==> src/rtl/ysyx_22050039_pkg.sv <==
// Shared types and constants for the load/store unit.
package ysyx_22050039_pkg;

    localparam int XLEN      = 64;
    localparam int BUS_BYTES = XLEN / 8;

    // Memory-op descriptor from execute; encoding 3 decodes to OP_NONE.
    typedef enum logic [1:0] {
        OP_NONE  = 2'd0,
        OP_LOAD  = 2'd1,
        OP_STORE = 2'd2
    } lsu_op_e;

    // funct3 access sizes; 3'd7 is reserved and faults.
    localparam logic [2:0] SZ_B  = 3'd0;
    localparam logic [2:0] SZ_H  = 3'd1;
    localparam logic [2:0] SZ_W  = 3'd2;
    localparam logic [2:0] SZ_D  = 3'd3;
    localparam logic [2:0] SZ_BU = 3'd4;
    localparam logic [2:0] SZ_HU = 3'd5;
    localparam logic [2:0] SZ_WU = 3'd6;
    localparam logic [2:0] SZ_RSV = 3'd7;

    typedef enum logic [1:0] {
        S_IDLE     = 2'd0,
        S_REQ      = 2'd1,
        S_WAIT_RSP = 2'd2,
        S_DONE     = 2'd3
    } lsu_state_e;

endpackage

==> src/rtl/ysyx_22050039_lsu_align.sv <==
// Byte-lane alignment: store mask/data placement, load extraction and
// extension, and the misalignment check. Purely combinational.
module ysyx_22050039_lsu_align
    import ysyx_22050039_pkg::*;
(
    input  logic [2:0]           size,
    input  logic [2:0]           a,
    input  logic [XLEN-1:0]      wdata,
    input  logic [XLEN-1:0]      rdata,
    output logic [BUS_BYTES-1:0] wmask,
    output logic [XLEN-1:0]      wdata_sh,
    output logic [XLEN-1:0]      ldata,
    output logic                 misaligned
);

    // Store direction: returns {byte mask, lane-shifted data}.
    function automatic logic [BUS_BYTES+XLEN-1:0] store_align(
        input logic [2:0]      sz,
        input logic [2:0]      off,
        input logic [XLEN-1:0] d
    );
        logic [BUS_BYTES-1:0] m;
        logic [XLEN-1:0]      sd;
        case (sz)
            SZ_B, SZ_BU: m = 8'h01;
            SZ_H, SZ_HU: m = 8'h03;
            SZ_W, SZ_WU: m = 8'h0F;
            default:     m = 8'hFF;
        endcase
        m  = m << off;
        sd = d << {off, 3'b000};
        return {m, sd};
    endfunction

    // Load direction: bring the addressed lane down to bit 0 and extend.
    function automatic logic [XLEN-1:0] load_extract(
        input logic [2:0]      sz,
        input logic [2:0]      off,
        input logic [XLEN-1:0] d
    );
        logic [XLEN-1:0] sh;
        logic [XLEN-1:0] r;
        sh = d >> {off, 3'b000};
        case (sz)
            SZ_B:    r = {{56{sh[7]}},  sh[7:0]};
            SZ_H:    r = {{48{sh[15]}}, sh[15:0]};
            SZ_W:    r = {{32{sh[31]}}, sh[31:0]};
            SZ_BU:   r = {56'd0, sh[7:0]};
            SZ_HU:   r = {48'd0, sh[15:0]};
            SZ_WU:   r = {32'd0, sh[31:0]};
            default: r = sh;
        endcase
        return r;
    endfunction

    // Misalignment and lane computations.
    always_comb begin
        {wmask, wdata_sh} = store_align(size, a, wdata);
        ldata             = load_extract(size, a, rdata);
        case (size)
            SZ_H, SZ_HU: misaligned = a[0];
            SZ_W, SZ_WU: misaligned = |a[1:0];
            SZ_D:        misaligned = |a;
            default:     misaligned = 1'b0;
        endcase
    end

endmodule

==> src/rtl/ysyx_22050039_lsu.sv <==
// Multi-cycle load/store unit: one aligned bus transaction per op, result
// handed to writeback over valid/ready.
module ysyx_22050039_lsu
    import ysyx_22050039_pkg::*;
(
    input  logic                 clk,
    input  logic                 rst,
    input  logic                 in_valid,
    output logic                 in_ready,
    input  logic [1:0]           in_op,
    input  logic [2:0]           in_size,
    input  logic [XLEN-1:0]      in_result,
    input  logic [XLEN-1:0]      in_wdata,
    output logic                 mem_req_valid,
    input  logic                 mem_req_ready,
    output logic [XLEN-1:0]      mem_addr,
    output logic                 mem_wen,
    output logic [XLEN-1:0]      mem_wdata,
    output logic [BUS_BYTES-1:0] mem_wmask,
    input  logic                 mem_rsp_valid,
    input  logic [XLEN-1:0]      mem_rdata,
    output logic                 out_valid,
    input  logic                 out_ready,
    output logic [XLEN-1:0]      out_data,
    output logic                 out_fault
);

    lsu_state_e           state, state_nxt;
    lsu_op_e              op_q, op_dec;
    logic [2:0]           size_q;
    logic [XLEN-1:0]      addr_q;
    logic [XLEN-1:0]      wdata_q;
    logic [XLEN-1:0]      out_data_q;
    logic                 out_fault_q;

    logic [2:0]           al_size;
    logic [2:0]           al_a;
    logic [BUS_BYTES-1:0] al_wmask;
    logic [XLEN-1:0]      al_wdata;
    logic [XLEN-1:0]      al_ldata;
    logic                 al_mis;
    logic                 acc_fault;

    // In IDLE the aligner judges the incoming op; afterwards the latched one.
    assign al_size = (state == S_IDLE) ? in_size        : size_q;
    assign al_a    = (state == S_IDLE) ? in_result[2:0] : addr_q[2:0];

    ysyx_22050039_lsu_align u_align (
        .size       (al_size),
        .a          (al_a),
        .wdata      (wdata_q),
        .rdata      (mem_rdata),
        .wmask      (al_wmask),
        .wdata_sh   (al_wdata),
        .ldata      (al_ldata),
        .misaligned (al_mis)
    );

    // Decode the op; reserved encoding behaves as NONE.
    always_comb begin
        case (in_op)
            2'd1:    op_dec = OP_LOAD;
            2'd2:    op_dec = OP_STORE;
            default: op_dec = OP_NONE;
        endcase
        acc_fault = (in_size == SZ_RSV) || al_mis;
    end

    // State register.
    always_ff @(posedge clk) begin
        if (!rst) state <= S_IDLE;
        else      state <= state_nxt;
    end

    // Next-state logic.
    always_comb begin
        state_nxt = state;
        case (state)
            S_IDLE: begin
                if (in_valid) begin
                    if (op_dec == OP_NONE || acc_fault) state_nxt = S_DONE;
                    else                                state_nxt = S_REQ;
                end
            end
            S_REQ:      if (mem_req_ready) state_nxt = S_WAIT_RSP;
            S_WAIT_RSP: if (mem_rsp_valid) state_nxt = S_DONE;
            S_DONE:     if (out_ready)     state_nxt = S_IDLE;
            default:    state_nxt = S_IDLE;
        endcase
    end

    // Op latch and result register.
    always_ff @(posedge clk) begin
        if (!rst) begin
            op_q        <= OP_NONE;
            size_q      <= SZ_B;
            addr_q      <= '0;
            wdata_q     <= '0;
            out_data_q  <= '0;
            out_fault_q <= 1'b0;
        end else begin
            case (state)
                S_IDLE: begin
                    if (in_valid) begin
                        op_q    <= op_dec;
                        size_q  <= in_size;
                        addr_q  <= in_result;
                        wdata_q <= in_wdata;
                        if (op_dec == OP_NONE) begin
                            out_data_q  <= in_result;
                            out_fault_q <= 1'b0;
                        end else begin
                            out_data_q  <= '0;
                            out_fault_q <= acc_fault;
                        end
                    end
                end
                S_WAIT_RSP: begin
                    if (mem_rsp_valid)
                        out_data_q <= (op_q == OP_LOAD) ? al_ldata : '0;
                end
                default: ;
            endcase
        end
    end

    // Bus and writeback outputs; request fields come straight from latches.
    always_comb begin
        in_ready      = (state == S_IDLE);
        mem_req_valid = (state == S_REQ);
        mem_addr      = {addr_q[XLEN-1:3], 3'b000};
        mem_wen       = (state == S_REQ) && (op_q == OP_STORE);
        mem_wmask     = mem_wen ? al_wmask : '0;
        mem_wdata     = al_wdata;
        out_valid     = (state == S_DONE);
        out_data      = out_data_q;
        out_fault     = out_fault_q;
    end

endmodule

==> config.mk <==
export PLATFORM = sky130hd
export DESIGN_NAME = ysyx_22050039_lsu
export DESIGN_NICKNAME = d
export VERILOG_FILES = /design/src/rtl/ysyx_22050039_pkg.sv /design/src/rtl/ysyx_22050039_lsu_align.sv /design/src/rtl/ysyx_22050039_lsu.sv
export SDC_FILE = /design/constraint.sdc
export NUM_CORES = 1
export LEC_CHECK = 0
export BUFFER_PORTS_ARGS = -buffer_cell sky130_fd_sc_hd__buf_2
export CAP_MARGIN = 20
export CORE_MARGIN = 5
export CORE_UTILIZATION = 25
export CTS_BUF_LIST = sky130_fd_sc_hd__clkbuf_4
export DETAILED_ROUTE_END_ITERATION = 10
export GPL_ROUTABILITY_DRIVEN = 0
export PLACE_DENSITY = 0.43
export SLEW_MARGIN = 40
export SYNTH_ARGS = -nofsm -noshare
export SYNTH_HDL_FRONTEND = slang
export SYNTH_SLANG_ARGS = --single-unit
==> constraint.sdc <==
create_clock -name clk -period 3.48 [get_ports clk]
set_clock_uncertainty 0.1 [all_clocks]
set_input_delay 0.696 -clock clk [delete_from_list [all_inputs] [get_ports clk]]
set_output_delay 0.696 -clock clk [all_outputs]
set_load 0.01 [all_outputs]
======== After elaboration in Yosys (flattened, before gate mapping) ========
Cells that the tools add are included.
storage, ports and cells
  register bits after elaboration ......... 200
  output and inout port bits .............. 205
  logic and storage cells ................. 62
cells by class
  equality and inequality tests ........... 18
  shift operators ......................... 3
  mux-type cells .......................... 19
  reduce and logical (&&, ||, !) cells .... 15
operators by type and width
  kind                                                             count
  64-bit case mux with 6 select lines                              1
  64-bit two-way mux                                               4
  64-bit case mux with 2 select lines                              1
  64-bit by 6-bit << shifter with 64-bit output                    1
  64-bit by 6-bit >> shifter with 64-bit output                    1
  8-bit case mux with 3 select lines                               1
  3-bit == test, second input constant                             4
  2-bit two-way mux                                                5
  2-bit == test, second input constant                             4
  8-bit two-way mux                                                1
  2-bit case mux with 4 select lines                               1
  2-bit OR reduction                                               4
  8-bit by 3-bit << shifter with 8-bit output                      1
  2-bit by 1-bit == test with 1-bit output, second input constant  3
  3-bit by 2-bit == test with 1-bit output, second input constant  2
  3-bit two-way mux                                                2
  2-bit logical NOT                                                2
  2-bit by 1-bit != test with 1-bit output, second input constant  2
  2-bit != test, second input constant                             2
  2-bit case mux with 2 select lines                               1
  4-bit AND reduction                                              1
  3-bit by 1-bit == test with 1-bit output, second input constant  1
  3-bit logical NOT                                                1
  1-bit case mux with 3 select lines                               1
  other kinds (7)                                                  8

======== Depth between registers and ports, before layout ========
  depth in word-level cells ............... 10
  depth in mapped cells ................... 13
  gate-level depth less buffers ........... 8

======== Modules after synthesis ========
From an unflattened synthesis, not the netlist that was laid out.
unflattened totals
  cells, all modules ...................... 1529
  area total of the unflattened synthesis .. 12792.3 µm²
by module, submodules not included
  module                   times used  cells each  area an instance (µm²)  sequential area each (µm²)
  ysyx_22050039_lsu        1           1004        8693.3                  4003.8
  ysyx_22050039_lsu_align  1           525         4098.9                  0.0

======== Worst setup path before layout ========
OpenSTA, ideal clock, no wires.
  path kind ............................... register -> output
  from .................................... register state[0]
  to ...................................... output port mem_wmask[2]
  arrival ................................. 2.587 ns
  data required time ...................... 2.684 ns
  setup slack ............................. 0.097 ns
  cell stages (with the launch flop) ...... 13
  cells stage by stage .................... dfxtp_1 inv_1 ha_1 buf_6 mux2i_1 buf_4 buf_4 buf_6 buf_4 buf_4 buf_2 nor2_1 a211oi_1
on the way
  word-level cells in the longest chain between the ends .. 7
ends and longest elaborated chain
  item                                                              RTL line                       RTL
  from (decl)                                                       ysyx_22050039_lsu.sv:28        lsu_state_e state, state_nxt;
  from (signal assigned)                                            ysyx_22050039_lsu.sv:72        else state <= state_nxt;
  2-bit logical NOT *                                               n/a
  via in_ready                                                      ysyx_22050039_lsu.sv:9         output logic in_ready,
  3-bit two-way mux                                                 ysyx_22050039_lsu.sv:45        assign al_size = (state == S_IDLE) ? in_size : size_q;
  3-bit by 2-bit == test with 1-bit output (tied with other cells)  ysyx_22050039_lsu_align.sv:24  case (sz)
  2-bit OR reduction                                                ysyx_22050039_lsu_align.sv:24
  8-bit case mux with 3 select lines                                ysyx_22050039_lsu_align.sv:24
  8-bit by 3-bit << shifter with 8-bit output *                     ysyx_22050039_lsu_align.sv:30  m = m << off;
  8-bit two-way mux *                                               ysyx_22050039_lsu.sv:133       mem_wmask = mem_wen ? al_wmask : '0;
  to (decl)                                                         ysyx_22050039_lsu.sv:19        output logic [BUS_BYTES-1:0] mem_wmask,
Mark *: on every way through the listed nets, which the timed path passes. The rest lies on a longest branch.

======== Worst setup path in the final report ========
  from .................................... register state[1]
  to ...................................... output port mem_wdata[45]
on the way
  word-level cells in the longest chain between the ends .. 3
ends and longest elaborated chain
  item                                           RTL line                       RTL
  2-bit logical NOT                              ysyx_22050039_lsu.sv:46        assign al_a = (state == S_IDLE) ? in_result[2:0] : addr_q[2:0];
  3-bit two-way mux                              ysyx_22050039_lsu.sv:46
  64-bit by 6-bit << shifter with 64-bit output  ysyx_22050039_lsu_align.sv:31  sd = d << {off, 3'b000};
  to (decl)                                      ysyx_22050039_lsu.sv:18        output logic [XLEN-1:0] mem_wdata,
No other way between the ends.

==> results.md <==
- Worst-Skew Late Latency: roughly 790 ps
- Register Area: 0.00401 mm^2
- Post-synthesis sequential area ratio: between 30% and 40%
- FF+latch count, synth: 200
- First-pass GRT wire length: 96.1 mm
- CTS sink cnt: 200
- Peak Freq: 265 MHz
- Number of flops mapped to enable cells by yosys: 0
- Library cells used by synthesis: between 60 and 70
- Top cell type by total area after synthesis: dfxtp_1
- P_leak: between 7 and 8 nW
- Per-cell routed wire length: 22.8 um
- Clock slew at reported path FFs: ~170 ps
- Ys flop type: dfxtp_1
- # fillers: 5,296
- Max-cap violations: 0
- Syn Inst Count: approximately 1,700
- WHS: 115 ps
- Critical path endpoint category: output port
- Failing checks: setup timing
- Top post-synthesis cells by area: dfxtp_1 31%, nand2_1 14%, a21boi_0 7.9%
- Largest net degree at the start of global routing: 108
- Area after DPL: 0.0152 mm^2
- Vias in the first global route: about 14,000
- Status: finished, violations left
- P&R area growth vs syn: 43.6%
- Design area: between 0.015 and 0.02 mm^2
- Minimum clock period: 3770 ps
- Boundary pin count: 408
- Syn Std Cell Area: 0.0128 mm^2
- Final worst slack: -289 ps
- Initial core utilization: between 20 and 30%
- Cell Rows: 82
- HPWL after DPL: 47.1 mm
- H-tree levels: 4
- Synth top area share: about a third
- Pwr dens: 762 mW/mm^2
- Final Net Count: about 2,400
- CP Data Arrival Time: about 3000 ps
- Worst IR drop on VDD: approximately 450 uV
- Fin. Hold Viols: 0
- Grt ovf: 0
- Buffers on Ports: approximately 400
- CP Launch Type: flop
- DIE WIDTH: ~240 um
- Global Route Usage Sum: between 20% and 30%
- Fraction of layout cells with a size suffix above 1: 33.2%
- CTS root buf: clkbuf_4
- Maximum clock insertion buffer count: 2
- TritonRoute pass-1 iters: 6
- Via count: 14,750
- Initial antenna violation count: 10
- Critical path peak fanout: 11
- Worst endpoint required time: ~2700 ps
- Drt initial violations: roughly 1,200
- TNS Setup: -10,680 ps
- Vias per cell: ~5
- Core region area: a little over 0.05 mm^2
- Rel. slew slack: a little over half
- Ys Warns: 0
- RSZ-0062 raised after global routing: yes
- Remaining antenna violation count: 0
- Setup-failing EPs final: 61
- Period utilization: 108%
- Die extent in y: roughly 240 um
- DRC viols: 0
- Fraction of registers with async set/reset: 0%
- Final max-slew violation count: 0
- Synthesized area per cell: between 7 and 8 um^2
- Overall routed net length: 65.5 mm
- Hold WC Path Type: in2reg
- Tightest Pin Transition: 720 ps
- Worst setup path class: reg2out
- Die area: 0.0557 mm^2
- TritonCTS clock tree: built
- TritonCTS buffer count: 17
- Area of the multi-input gates: 0.00838 mm^2
[worst max-delay path, cell delays in order, from the launching register on]
cell     delay [ps]
dfxtp_2         360
inv_2            80
ha_4            150
buf_12          130
buf_4           120
mux2i_4         340
buf_12          160
buf_6           100
nand2_2         210
o21ai_1         350
buf_2           200
[stage by stage]
step	power, mW	cells	setup slack, ps	utilization [%]
final	14.0	2877	-289	36.4
after global placement	10.8	2646	245	30.2
after CTS	13.6	2855	-368	35.5
after global routing	14.9	2875	-449	36.4
after floorplan	7.99	1722	97.0	-
after detailed placement	10.8	2646	219	30.2
[synth_stat cells, drive strengths merged (12+ instances only)]
library cell	number
mux2i	71
a21boi	134
nor3	14
o21ai	59
buf	101
a221oi	13
a32oi	12
nor2	123
dfxtp	200
nand2	487
clkbuf	108
mux4	30
and2	20
a31oi	20
nand3	49
a21oi	128
o211ai	21
[routing by layer]
layer  share of wire [%]  up-vias  global-route usage [%]
li1                    -     6880                       -
met1                  42     7146                    28.2
met2                  49      640                    38.5
met3                 6.5       82                    5.17
met4                 2.7        2                    6.93
met5               0.029        -                       0
[power by group]
part | switching [mW] | leakage (nW) | internal (mW)
Clock | 0.972 | 0.131 | 0.308
Sequential | 0.455 | 1.64 | 2.82
Combinational | 5.44 | 6.22 | 3.98
[final timing paths]
kind | start | endpoint | slack [ps] | cells past startpoint
worst max register to register | state[1] | out_data[24] | 170 | 13
worst max-delay path | state[1] | mem_wdata[45] | -290 | 10
worst min register to register | addr_q[27] | addr_q[27] | 370 | 2
worst min-delay path | in_wdata[4] | wdata_q[4] | 110 | 3
[repair_timing]
item                                    4_1_cts  5_1_grt
setup buffers                                46       14
pin swaps                                    29       13
hold buffers                                124        0
resized for setup                           151       74
endpoints found under the setup margin       72      108
gates cloned                                  8        2
endpoints found under the hold margin       131        0
[placed cells by master, fill, tap and decap left out, types with 30 or more instances in the layout]
master         count
mux2i_1           41
nand2_1          474
buf_4             73
buf_2            389
buf_6             31
o21ai_0           50
a21oi_1          109
dlygate4sd3_1    124
a21boi_0         134
dfxtp_1          198
mux4_2            30
nand3_1           49
nor2_1           102
[area by class of cell]
| class | count | area share (%) |
|---|---|---|
| Antenna cell | 11 | 0.150 |
| Clock buffer | 19 | 0.778 |
| Clock inverter | 12 | 0.518 |
| Inverter | 9 | 0.184 |
| Multi-Input combinational cell | 1304 | 45.7 |
| Sequential cell | 200 | 21.8 |
| Tap cell | 672 | 4.58 |
| Timing Repair Buffer | 650 | 26.2 |
[sequential cells by signal (all words and copies together) (netlist names)]
register   flops
addr_q        64
out_data      64
wdata_q       64
size_q         3
op_q           2
state          2
out_fault      1
[cells by family (layout without fill, tap and decap cells)]
logic type	after synthesis	in the layout	synth area share, %
simple gates	721	721	22.9
other cells	1	14	0.0294
compound gates	468	468	24.7
flops	200	200	31.3
buf+inv	218	690	8.97
fa+ha+maj	6	6	0.588
mux	106	106	11.4
No activity file was read; power rests on OpenSTA's default activity.
